### src/rtl/stage_sequencer.sv
// rtl/stage_sequencer.sv - one-hot multi-stage sequencer with stall timeout, trap/interrupt op select, double-fault halt
// Optional retired-instruction counter enabled by defining RETIRED_COUNT_EN.
module stage_sequencer #(
  parameter int NUM_STAGES   = 7,
  parameter int FAULT_BITS   = 3,
  parameter int MAX_WAIT     = 15,
  parameter int TIMEOUT_CODE = 5,
  parameter int COUNT_BITS   = 32
) (
  input  logic                  clk,
  input  logic                  reset,
  input  logic                  stall,
  input  logic [NUM_STAGES-1:0] stage_skip,
  input  logic                  fault,
  input  logic [FAULT_BITS-1:0] fault_code,
  input  logic                  ext_int,
  input  logic                  sw_int,
  output logic [NUM_STAGES-1:0] stage_active,
  output logic [1:0]            control_op,
  output logic [FAULT_BITS-1:0] fault_num,
  output logic                  halted
`ifdef RETIRED_COUNT_EN
  ,
  output logic [COUNT_BITS-1:0] retired_count
`endif
);

  localparam int IDX_W  = (NUM_STAGES > 1) ? $clog2(NUM_STAGES) : 1;
  localparam int WAIT_W = $clog2(MAX_WAIT + 1);

  localparam logic [1:0] OP_TRAP   = 2'b00;
  localparam logic [1:0] OP_EXT    = 2'b01;
  localparam logic [1:0] OP_SW     = 2'b10;
  localparam logic [1:0] OP_NORMAL = 2'b11;

  typedef enum logic {RUN, HALT} state_t;

  state_t              state;
  logic [IDX_W-1:0]    stage_idx;
  logic [WAIT_W-1:0]   wait_cnt;
  logic [IDX_W-1:0]    next_idx;
  logic                wrap;
  logic                timeout;
  logic                eff_fault;
  logic [FAULT_BITS-1:0] eff_code;

  // Descending scan so the last hit is the smallest non-skipped stage above the current one.
  always_comb begin
    next_idx = '0;
    wrap     = 1'b1;
    for (int j = NUM_STAGES - 1; j >= 0; j--) begin
      if (j > int'(stage_idx) && !stage_skip[j]) begin
        next_idx = IDX_W'(j);
        wrap     = 1'b0;
      end
    end
  end

  assign timeout   = stall && (wait_cnt == WAIT_W'(MAX_WAIT));
  assign eff_fault = fault || timeout;
  assign eff_code  = fault ? fault_code : FAULT_BITS'(TIMEOUT_CODE);

  always_ff @(posedge clk) begin
    if (reset) begin
      state        <= RUN;
      stage_idx    <= '0;
      stage_active <= NUM_STAGES'(1);
      control_op   <= OP_NORMAL;
      fault_num    <= '0;
      halted       <= 1'b0;
      wait_cnt     <= '0;
`ifdef RETIRED_COUNT_EN
      retired_count <= '0;
`endif
    end else if (state == RUN) begin
      if (eff_fault) begin
        wait_cnt <= '0;
        if (control_op == OP_TRAP) begin
          state        <= HALT;
          halted       <= 1'b1;
          stage_active <= '0;
        end else begin
          stage_idx    <= '0;
          stage_active <= NUM_STAGES'(1);
          control_op   <= OP_TRAP;
          fault_num    <= eff_code;
        end
      end else if (stall) begin
        wait_cnt <= wait_cnt + WAIT_W'(1);
      end else begin
        wait_cnt     <= '0;
        stage_idx    <= next_idx;
        stage_active <= NUM_STAGES'(1) << next_idx;
        if (wrap) begin
          if (ext_int)     control_op <= OP_EXT;
          else if (sw_int) control_op <= OP_SW;
          else             control_op <= OP_NORMAL;
`ifdef RETIRED_COUNT_EN
          if (control_op == OP_NORMAL) retired_count <= retired_count + COUNT_BITS'(1);
`endif
        end
      end
    end
  end

  always @(posedge clk) begin
    if (!reset && state == RUN) assert ($onehot(stage_active));
  end

endmodule
### config.mk
export PLATFORM = sky130hd
export DESIGN_NAME = stage_sequencer
export DESIGN_NICKNAME = d
export VERILOG_FILES = /design/src/rtl/stage_sequencer.sv
export SDC_FILE = /design/constraint.sdc
export NUM_CORES = 1
export LEC_CHECK = 0
export ABC_AREA = 1
export BUFFER_PORTS_ARGS = -buffer_cell sky130_fd_sc_hd__buf_2
export CAP_MARGIN = 0
export CORE_UTILIZATION = 50
export DETAILED_ROUTE_END_ITERATION = 16
export GPL_TIMING_DRIVEN = 0
export PLACE_DENSITY = 0.77
export RECOVER_POWER = 100
export SKIP_CTS_REPAIR_TIMING = 1
export SLEW_MARGIN = 30
export SYNTH_ARGS = -nofsm -noshare
export SYNTH_HDL_FRONTEND = slang
export SYNTH_SLANG_ARGS = --single-unit
export TNS_END_PERCENT = 20
### constraint.sdc
create_clock -name clk -period 1.7 [get_ports clk]
set_input_delay 0.34 -clock clk [delete_from_list [all_inputs] [get_ports clk]]
set_output_delay 0.34 -clock clk [all_outputs]
set_load 0.02 [all_outputs]
Word level (Yosys, flattened, before mapping)
Cells that the tools add are included.
{"block": "classes", "n_eq_ne": 3, "n_reduce_logical": 21, "muxes": 30, "n_addsub": 1, "n_bitwise": 2, "n_lt_le_gt_ge": 6, "n_shift": 1}
{"cell": "$mux 3", "count": 10}
{"cell": "$mux 7", "count": 2}
{"cell": "$mux 1", "count": 11}
{"cell": "$mux 2", "count": 5}
{"cell": "$gt 3x3->1 const A", "count": 3}
{"cell": "$reduce_and 3->1", "count": 3}
{"cell": "$mux 4", "count": 2}
{"cell": "$logic_and 1x1->1", "count": 7}
{"cell": "$shl 1x3->7 const A", "count": 1}
{"cell": "$gt 2x3->1 const A", "count": 2}
{"cell": "$logic_not 1->1", "count": 6}
{"cell": "$add 4x1->4 const B", "count": 1}
{"cell": "$eq 4x4->1 const B", "count": 1}
{"cell": "$reduce_and 4->1", "count": 1}
{"cell": "$gt 1x3->1 const A", "count": 1}
{"cell": "$logic_not 2->1", "count": 1}
{"cell": "$ne 2x1->1 const B", "count": 1}
{"cell": "$ne 2x2->1 const B", "count": 1}
{"cell": "$not 1->1", "count": 2}
{"cell": "$reduce_and 2->1", "count": 1}
{"cell": "$reduce_bool 2->1", "count": 1}
{"cell": "$logic_or 1x1->1", "count": 1}
{"block": "word_totals", "wordCells": 71, "input_bits": 16, "reg_bits": 21, "output_inout_bits": 13}

Longest topological paths before layout
Gate-level depths: netlist of run 1.
{"block": "logic_depth", "word_depth": 11, "depth_mapped": 9, "ltp_nobuf": 9}

Worst setup path after synthesis of run 1
No wires, ideal clock.
{"block": "synth_path", "path_type": "register to register", "from": "register wait_cnt[0]", "to": "register control_op[1]", "period_less_slack_ns": 1.257, "setup_slack_ns": 0.443, "setup_time_ns": 0.124, "arrival_ns": 1.133, "path_stages_with_launch": 9, "required_time_ns": 1.576, "path_buffers": 0, "cell_sequence": "dfxtp_1 -> ha_1 -> nand3_1 -> nand3_1 -> nand2_1 -> a21oi_2 -> nand2_2 -> nand2_1 -> nand3_1"}
{"block": "synth_between", "elab_chain_cells": 5, "elab_cells_between_ends": 8, "cone_classes": "eq/ne: 3; mux: 1; reduce/logical: 4"}
{"element": "start, declared", "line": "40", "text": "logic [WAIT_W-1:0] wait_cnt;"}
{"element": "start signal, assigned", "line": "89", "text": "wait_cnt <= wait_cnt + WAIT_W'(1);"}
{"element": "$eq 4x4->1 *", "line": "59", "text": "assign timeout = stall && (wait_cnt == WAIT_W'(MAX_WAIT));"}
{"element": "$logic_and 1x1->1 *", "line": "59"}
{"element": "$logic_or 1x1->1 *", "line": "60", "text": "assign eff_fault = fault || timeout;"}
{"element": "$ne 2x2->1 (no source line) (tied with other cells)"}
{"element": "$reduce_and 4->1 (no source line)"}
{"element": "end signal, assigned", "line": "68", "text": "control_op <= OP_NORMAL;"}
{"element": "end signal, assigned", "line": "85", "text": "control_op <= OP_TRAP;"}
{"element": "end signal, assigned", "line": "95", "text": "if (ext_int) control_op <= OP_EXT;"}
{"element": "end, declared", "line": "19", "text": "output logic [1:0] control_op,"}
Mark *: on every way between the ends. The rest lies on a longest branch, timed or not.
A chain may end at the register's enable or synchronous reset.

Final worst setup path of run 1
{"block": "layout_path", "from": "register wait_cnt[0]", "to": "register control_op[0]"}
The elaborated chain is that of the path after synthesis.

==> impl_metrics.py, run 1 <==
metrics = {
    "status": {
        "status": "completed",
    },
    "setup_path": {
        "cp-startpoint": "wait_cnt[0]$_SDFFE_PP0N_",
        "cp_data_arrival_time_ns": 1.65,
        "cp.buffers_inverters": 0,
        "slowest_stage": "dfxtp_1",
        "endpoint": "control_op[0]$_SDFFE_PP1P_",
        "timing.rr.end": "control_op[0]$_SDFFE_PP1P_",
        "cp_num_cells": 8,
        "crit_fanout": 6,
        "slowest_delay_ns": 0.38,
        "r2r_setup_slack_ns": 0.24,
        "critPathTopFamily": "simple AND/OR/NAND/NOR gates",
        "crit_path_end_kind": "flop",
        "timing.critical_path.from_type": "flop",
        "cp_cell_sequence": "ha_1, nand3_1, nand3_1, nand2_1, a21oi_2, nand2_2, nand2_1, nand3_1",
        "critPathRequiredTime_ns": 1.89,
        "crit_type": "flop to flop",
        "worst_path_most_repeated_cell": "nand3_1",
        "timing.rr.start": "wait_cnt[0]$_SDFFE_PP0N_",
        "r2r_cells": 8,
    },
    "sta": {
        "setup_ws_ns": 0.243,
        "slew_headroom_pct": 71.1,
        "setup_tns_ns": 0,
        "rsz0062_at_grt": "false",
        "setup_violations": 0,
        "finalHoldViolCount": 0,
        "max_freq_mhz": 686,
        "worst_pin_slew_ns": 0.432,
        "slew_viol_final": 0,
        "fin_skew_ns": 0.00463,
        "post-route-min-period_ns": 1.46,
        "finalCritPeriodShare_pct": 85.7,
    },
    "pwr": {
        "power.switching_mw": 0.273,
        "power.density_nw_per_um2": 772,
        "seq_power_share_pct": 56.6,
        "irDropWorstVdd_mv": 0.480,
        "clkPwrFrac_pct": 25.2,
        "pwr-share-comb_pct": 18.2,
        "p_sw_share_pct": 29.4,
        "intPower_mw": 0.657,
        "p_leak_nw": 0.563,
    },
    "min_path": {
        "hold_path_class": "input port to flop",
    },
    "detailed_routing": {
        "first_pass_iters": 4,
        "viasPerCell": 4.78,
        "drc": 0,
        "ant_nets": 0,
        "vias": 952,
        "first_iter_violations": 9,
        "wl_microns": 2080,
        "wl_per_cell_microns": 10.5,
    },
    "cells_and_area": {
        "final.fill_count": 211,
        "area.sequential_sq_um": 420,
        "antenna_cells": 0,
        "final_util_pct": 62.0,
        "synthToLayoutAreaGrowth_pct": 17.6,
        "multi_input_area_sq_um": 544,
        "fin_area_sq_um": 1200,
        "final_nets": 190,
        "drive_gt1_share_pct": 22.1,
    },
    "global_routing": {
        "grtUsageTotal_pct": 20.7,
        "grt_overflow_total": 0,
        "grt_pass1_wl_microns": 3240,
        "antenna_found_initial": 0,
        "grt_max_degree": 13,
        "grt_pass1_vias": 767,
    },
    "clock_network": {
        "cts.clk_slew.worst_paths_ns": 0.12,
        "cts.path.max_buffers": 2,
        "clock_sinks": 21,
        "cts_htree_levels": 1,
        "cts_tree": "built",
        "clk_latency_ns": 0.30,
        "cts_inserted_buffers": 3,
        "cts_root_buffer": "clkbuf_4",
    },
    "place": {
        "dp_hpwl_microns": 1650,
        "postPlaceCellArea_sq_um": 1190,
        "port_buffers": 27,
        "dp_slack_ns": 0.249,
        "place_congestion": 0.770,
    },
    "yosys": {
        "yosysMostFrequentCell": "nand2_1",
        "synth_edf_count": 0,
        "synth_fp_nets": 158,
        "yosysTopAreaCellShare_pct": 41.0,
        "syn_area_sq_um": 1020,
        "ys.flop_type": "dfxtp_1",
        "async_reset_ff_share_pct": 0,
        "syn_area_per_cell_sq_um": 7.27,
        "synth_seq_cells": 21,
        "ys_types": 23,
        "synth_cells": 141,
        "yosysWarnings": 0,
        "yosysSeqAreaShare_pct": 41.0,
        "synth_top_cell_by_area": "dfxtp_1",
        "yosys-top-cells-count": "nand2_1 (37), dfxtp_1 (21), nor2_1 (18), inv_1 (12), nand3_1 (11)",
        "synth.area.top_cells": "dfxtp_1 (41%), nand2_1 (14%), nor2_1 (6.6%)",
    },
    "die": {
        "start_util_pct": 52.8,
        "dieArea_sq_um": 2230,
        "io_pins": 29,
        "core-area_sq_um": 1940,
        "die_x_microns": 47.3,
        "die_h_microns": 47.3,
        "fp-row-count": 16,
    },
    "run": {
        "cap_violations": 0,
    },
}
## cells in the final DEF, fill, tap and decap left out, types with 3 or more instances in the layout
master    instances
nand2_1          37
dfxtp_1          21
clkbuf_1         13
o21ai_2           3
clkbuf_4          3
nand3_2           3
inv_1            13
a21oi_1           7
o22ai_1           3
nand2_2           6
nand3_1          11
nor2_1           18
buf_2            14
## how the worst min path moves through the flow
stage,start,endpoint,slack (ns),cells past startpoint
after floorplan,reset,halted$_SDFFE_PP0P_,0.41,1
after global placement,stage_active[6]$_SDFFE_PP0P_,stage_active[6]$_SDFFE_PP0P_,0.43,2
after detailed placement,stage_active[6]$_SDFFE_PP0P_,stage_active[6]$_SDFFE_PP0P_,0.44,2
after CTS,reset,fault_num[1]$_SDFFE_PP0P_,0.24,2
after global routing,reset,fault_num[1]$_SDFFE_PP0P_,0.25,2
final,reset,fault_num[1]$_SDFFE_PP0P_,0.26,2
## sequential cells by signal, summed over array words and instances (netlist names)
signal / flops
fault_num: 3
control_op: 2
halted: 1
stage_idx: 3
wait_cnt: 4
state: 1
stage_active: 7
## through the flow
stage          instances  power, mW  hold WS [ns]
6_report             199      0.930         0.260
5_1_grt              199      0.976         0.252
4_1_cts              199      0.944         0.243
3_5_place_dp         195      0.711         0.441
3_3_place_gp         195      0.705         0.434
2_1_floorplan        141      0.658         0.409
## layer usage
layer | up-vias | GRT usage (%) | part of all wire, %
li1 | 517 | - | -
met4 | 0 | 8.57 | 0.87
met1 | 415 | 27.8 | 48
met2 | 18 | 33.7 | 48
met3 | 2 | 2.31 | 3.0
met5 | - | 0 | 0
## area by class of cell
| class | instances | area share (%) |
|---|---|---|
| multi-input combinational | 104 | 45.2 |
| clock inverter | 1 | 0.415 |
| tap | 27 | 2.80 |
| clock buffer | 3 | 1.87 |
| timing repair buffer | 27 | 9.86 |
| sequential | 21 | 34.9 |
| inverter | 16 | 4.98 |
## worst register-to-register path: stages, from the launching register on
cell	delay [ns]
dfxtp_1	0.38
ha_1	0.20
nand3_1	0.09
nand3_1	0.07
nand2_1	0.10
a21oi_2	0.29
nand2_2	0.11
nand2_1	0.07
nand3_1	0.06
## power groups by stage
stage | Sequential [mW] | Clock (mW) | Combinational [mW]
2_1_floorplan | 0.555 | 0 | 0.102
6_report | 0.526 | 0.234 | 0.170
5_1_grt | 0.530 | 0.256 | 0.190
4_1_cts | 0.526 | 0.244 | 0.174
3_5_place_dp | 0.537 | 0 | 0.174
3_3_place_gp | 0.536 | 0 | 0.169
## kinds of logic (layout without fill, tap and decap cells)
family | Yosys count | in the layout | share of synthesized area, %
fa+ha+maj | 1 | 1 | 1.22
compound gates | 17 | 17 | 10.1
buf+inv | 16 | 47 | 5.86
flops | 21 | 21 | 41.0
xor+xnor | 2 | 2 | 1.71
simple gates | 84 | 84 | 40.0
No activity file was read; power rests on OpenSTA's default activity.
==> run 2, diff against run 1 <==
--- a/config.mk
+++ b/config.mk
@@ -5,13 +5,14 @@
 export SDC_FILE = /design/constraint.sdc
 export NUM_CORES = 1
 export LEC_CHECK = 0
-export ABC_AREA = 1
 export BUFFER_PORTS_ARGS = -buffer_cell sky130_fd_sc_hd__buf_2
 export CAP_MARGIN = 0
-export CORE_UTILIZATION = 50
+export CORE_MARGIN = 10
+export CORE_UTILIZATION = 53
+export CTS_BUF_LIST = sky130_fd_sc_hd__clkbuf_2
 export DETAILED_ROUTE_END_ITERATION = 16
 export GPL_TIMING_DRIVEN = 0
-export PLACE_DENSITY = 0.77
+export PLACE_DENSITY = 0.81
 export RECOVER_POWER = 100
 export SKIP_CTS_REPAIR_TIMING = 1
 export SLEW_MARGIN = 30
==> run 2 against run 1 <==
Net effect:
- clock skew is 0.0076 ns higher
- global-route usage is 7.7 points lower
- via count is 2.9% higher
- clock-buffer cell count is 1 higher
- routed wire length is 24% higher
- hold slack worse by 0.011 ns
- synthesized area is 2.1% higher
- flip-flop and latch count stayed put
- clock power is 9.8% lower
- total power is 0.65% lower
- combinational power is 8% higher
- maximum frequency is 7.7% lower
- highest routed layer unchanged
==> impl_metrics.py, run 2 <==
metrics = {
    "status": {
        "status": "completed",
    },
    "yosys": {
        "ys.flop_type": "dfxtp_1",
        "synth_compound_area_share_pct": 27.2,
        "yosysMostFrequentCell": "dfxtp_1",
        "ys_types": 41,
        "async_reset_ff_share_pct": 0,
        "synthAdderAreaFrac_pct": 1.20,
        "synth_seq_cells": 21,
        "muxShareOfSynthArea_pct": 0.957,
        "yosys-top-cells-count": "dfxtp_1 (21), nor2_1 (18), a21oi_1 (9), nor3_1 (7), inv_1 (6)",
        "yosys.area_share.simple_pct": 22.8,
        "syn_area_sq_um": 1050,
        "synth_edf_count": 0,
        "synth.area.top_cells": "dfxtp_1 (40%), nor2_1 (6.5%), a21oi_1 (4.3%)",
        "yosysWarnings": 0,
        "synth_xor_area_share_pct": 2.51,
        "synth_top_family_by_area": "compound AO/OA/AOI/OAI gates",
        "yosysSeqAreaShare_pct": 40.2,
        "yosysTopAreaCellShare_pct": 40.2,
        "syn_area_per_cell_sq_um": 8.86,
        "synth_cells": 118,
        "synth_fp_nets": 135,
        "synth_top_cell_by_area": "dfxtp_1",
    },
    "place": {
        "dp_hpwl_microns": 2080,
        "port_buffers": 27,
        "dp_cells": 172,
        "place_congestion": 0.787,
    },
    "detailed_routing": {
        "drc": 0,
        "viasPerCell": 5.57,
        "ant_nets": 0,
        "first_iter_violations": 64,
        "first_pass_iters": 5,
        "wl_microns": 2580,
        "vias": 980,
        "wl_per_cell_microns": 14.6,
    },
    "sta": {
        "slew_headroom_pct": 70.0,
        "setup_tns_ns": 0,
        "setup_violations": 0,
        "finalCritPeriodShare_pct": 92.9,
        "finalHoldViolCount": 0,
        "worst_pin_slew_ns": 0.445,
        "fin_skew_ns": 0.0122,
        "post-route-min-period_ns": 1.58,
        "max_freq_mhz": 633,
        "slew_viol_final": 0,
        "rsz0062_at_grt": "false",
    },
    "die": {
        "die_h_microns": 64.4,
        "dieArea_sq_um": 4150,
        "fp-row-count": 16,
        "io_pins": 29,
        "die_x_microns": 64.4,
        "core-area_sq_um": 1920,
        "start_util_pct": 54.4,
    },
    "cells_and_area": {
        "layout_commonest_cell": "dfxtp_1",
        "final_nets": 167,
        "final_cells": 176,
        "antenna_cells": 0,
        "regMostFlops": "stage_active",
        "top_regs": "stage_active (7), wait_cnt (4)",
        "final.fill_count": 188,
        "synthToLayoutAreaGrowth_pct": 17.7,
        "drive_gt1_share_pct": 22.8,
        "largest_reg_flops": 7,
        "final_cell_mix": "dfxtp_1 (20), nor2_1 (18), buf_2 (15), clkbuf_1 (14), a21oi_1 (9)",
    },
    "setup_path": {
        "crit_type": "flop to flop",
        "crit_path_end_kind": "flop",
        "timing.critical_path.from_type": "flop",
        "cp_data_arrival_time_ns": 1.83,
        "critPathRequiredTime_ns": 1.96,
        "crit_fanout": 10,
    },
    "global_routing": {
        "grt_pass1_wl_microns": 4540,
        "grt_pass1_vias": 1138,
        "grt_max_degree": 12,
        "grt_overflow_total": 0,
        "antenna_found_initial": 0,
        "grtUsageTotal_pct": 13.1,
    },
    "pwr": {
        "p_leak_nw": 0.501,
        "irDropWorstVdd_mv": 0.531,
        "power.density_nw_per_um2": 750,
    },
    "clock_network": {
        "cts.clk_slew.worst_paths_ns": 0.19,
        "clock_sinks": 21,
        "cts_inserted_buffers": 3,
        "clk_latency_ns": 0.33,
        "cts.path.max_buffers": 2,
        "cts_tree": "built",
        "cts_htree_levels": 1,
        "cts_root_buffer": "clkbuf_2",
    },
    "min_path": {
        "hold_path_class": "input port to flop",
    },
    "run": {
        "cap_violations": 0,
    },
}
## run 2: cell types whose count changed in the layout (fill, tap and decap cells not counted), moves of 3 or more
cell | before | now
o21ai_2 | 3 | 0
nand2_1 | 37 | 5
inv_1 | 13 | 6
nand2_2 | 6 | 0
clkbuf_2 | 0 | 4
nor3_1 | 2 | 6
o22ai_1 | 3 | 0
clkbuf_4 | 3 | 0
a32o_1 | 0 | 4
nand3_2 | 3 | 0
nand3_1 | 11 | 3
## run 2: cells by family after synthesis
| kind of cell | after synthesis |
|---|---|
| AO/OA/AOI/OAI | 36 |
| XOR/XNOR | 3 |
| adder cells (fa/ha/maj) | 1 |
| buffers and inverters | 10 |
| flip-flops | 21 |
| multiplexers | 1 |
| AND/OR/NAND/NOR | 46 |
## run 2: where the power goes
group	leakage (nW)	internal (mW)	switching, mW
registers	0.172	0.514	0.0148
clock network	0.0166	0.0623	0.149
logic	0.313	0.0681	0.116
## run 2: through the flow
stage                     setup slack, ns  total power [mW]  hold WS, ns  util, %  area [sq um]
after floorplan                     0.270             0.660        0.491        -          1050
after global placement              0.150             0.715        0.444     63.2          1210
after detailed placement            0.148             0.724        0.441     63.2          1210
after CTS                           0.131             0.931        0.245     64.3          1230
after global routing              0.00185             0.968        0.262     64.1          1230
final                               0.121             0.924        0.249     64.1          1230
## run 2: layer usage
metal | up-vias | share of wire [%] | wire length, microns | global-route usage [%]
met3 | 7 | 7.2 | 185 | 4.12
met5 | - | 0 | 0 | 0
met2 | 31 | 49 | 1270 | 23.3
met4 | 0 | 2.7 | 69 | 8.02
li1 | 489 | - | - | -
met1 | 453 | 41 | 1050 | 12.9
## run 2: final timing paths
kind / slack [ns] / endpoint / cells after the start / start
worst min-delay path: 0.25 / fault_num[1]$_SDFFE_PP0P_ / 3 / fault_code[1]
worst min register to register: 0.46 / fault_num[1]$_SDFFE_PP0P_ / 2 / fault_num[1]$_SDFFE_PP0P_
worst max-delay path: 0.12 / stage_active[2]$_SDFFE_PP0P_ / 6 / stage_idx[1]$_SDFFE_PP0P_
worst max register to register: 0.12 / stage_active[2]$_SDFFE_PP0P_ / 6 / stage_idx[1]$_SDFFE_PP0P_
## run 2: area by class of cell
class                   count  area, sq um  area share [%]
multi-input cells          87          583            47.4
flip-flops and latches     21          422            34.2
repair buffers             27          119            9.65
well taps                  27         33.8            2.74
plain buffers               4         31.3            2.54
inverters                   6         22.5            1.83
clock buffers               4         20.0            1.63
## run 2: worst max-delay path, stage by stage, from the launching register on
cell     delay, ns
dfxtp_1       0.35
buf_6         0.14
nor4_4        0.36
and3b_1       0.25
a21oi_4       0.17
nor2_2        0.05
a22o_1        0.20
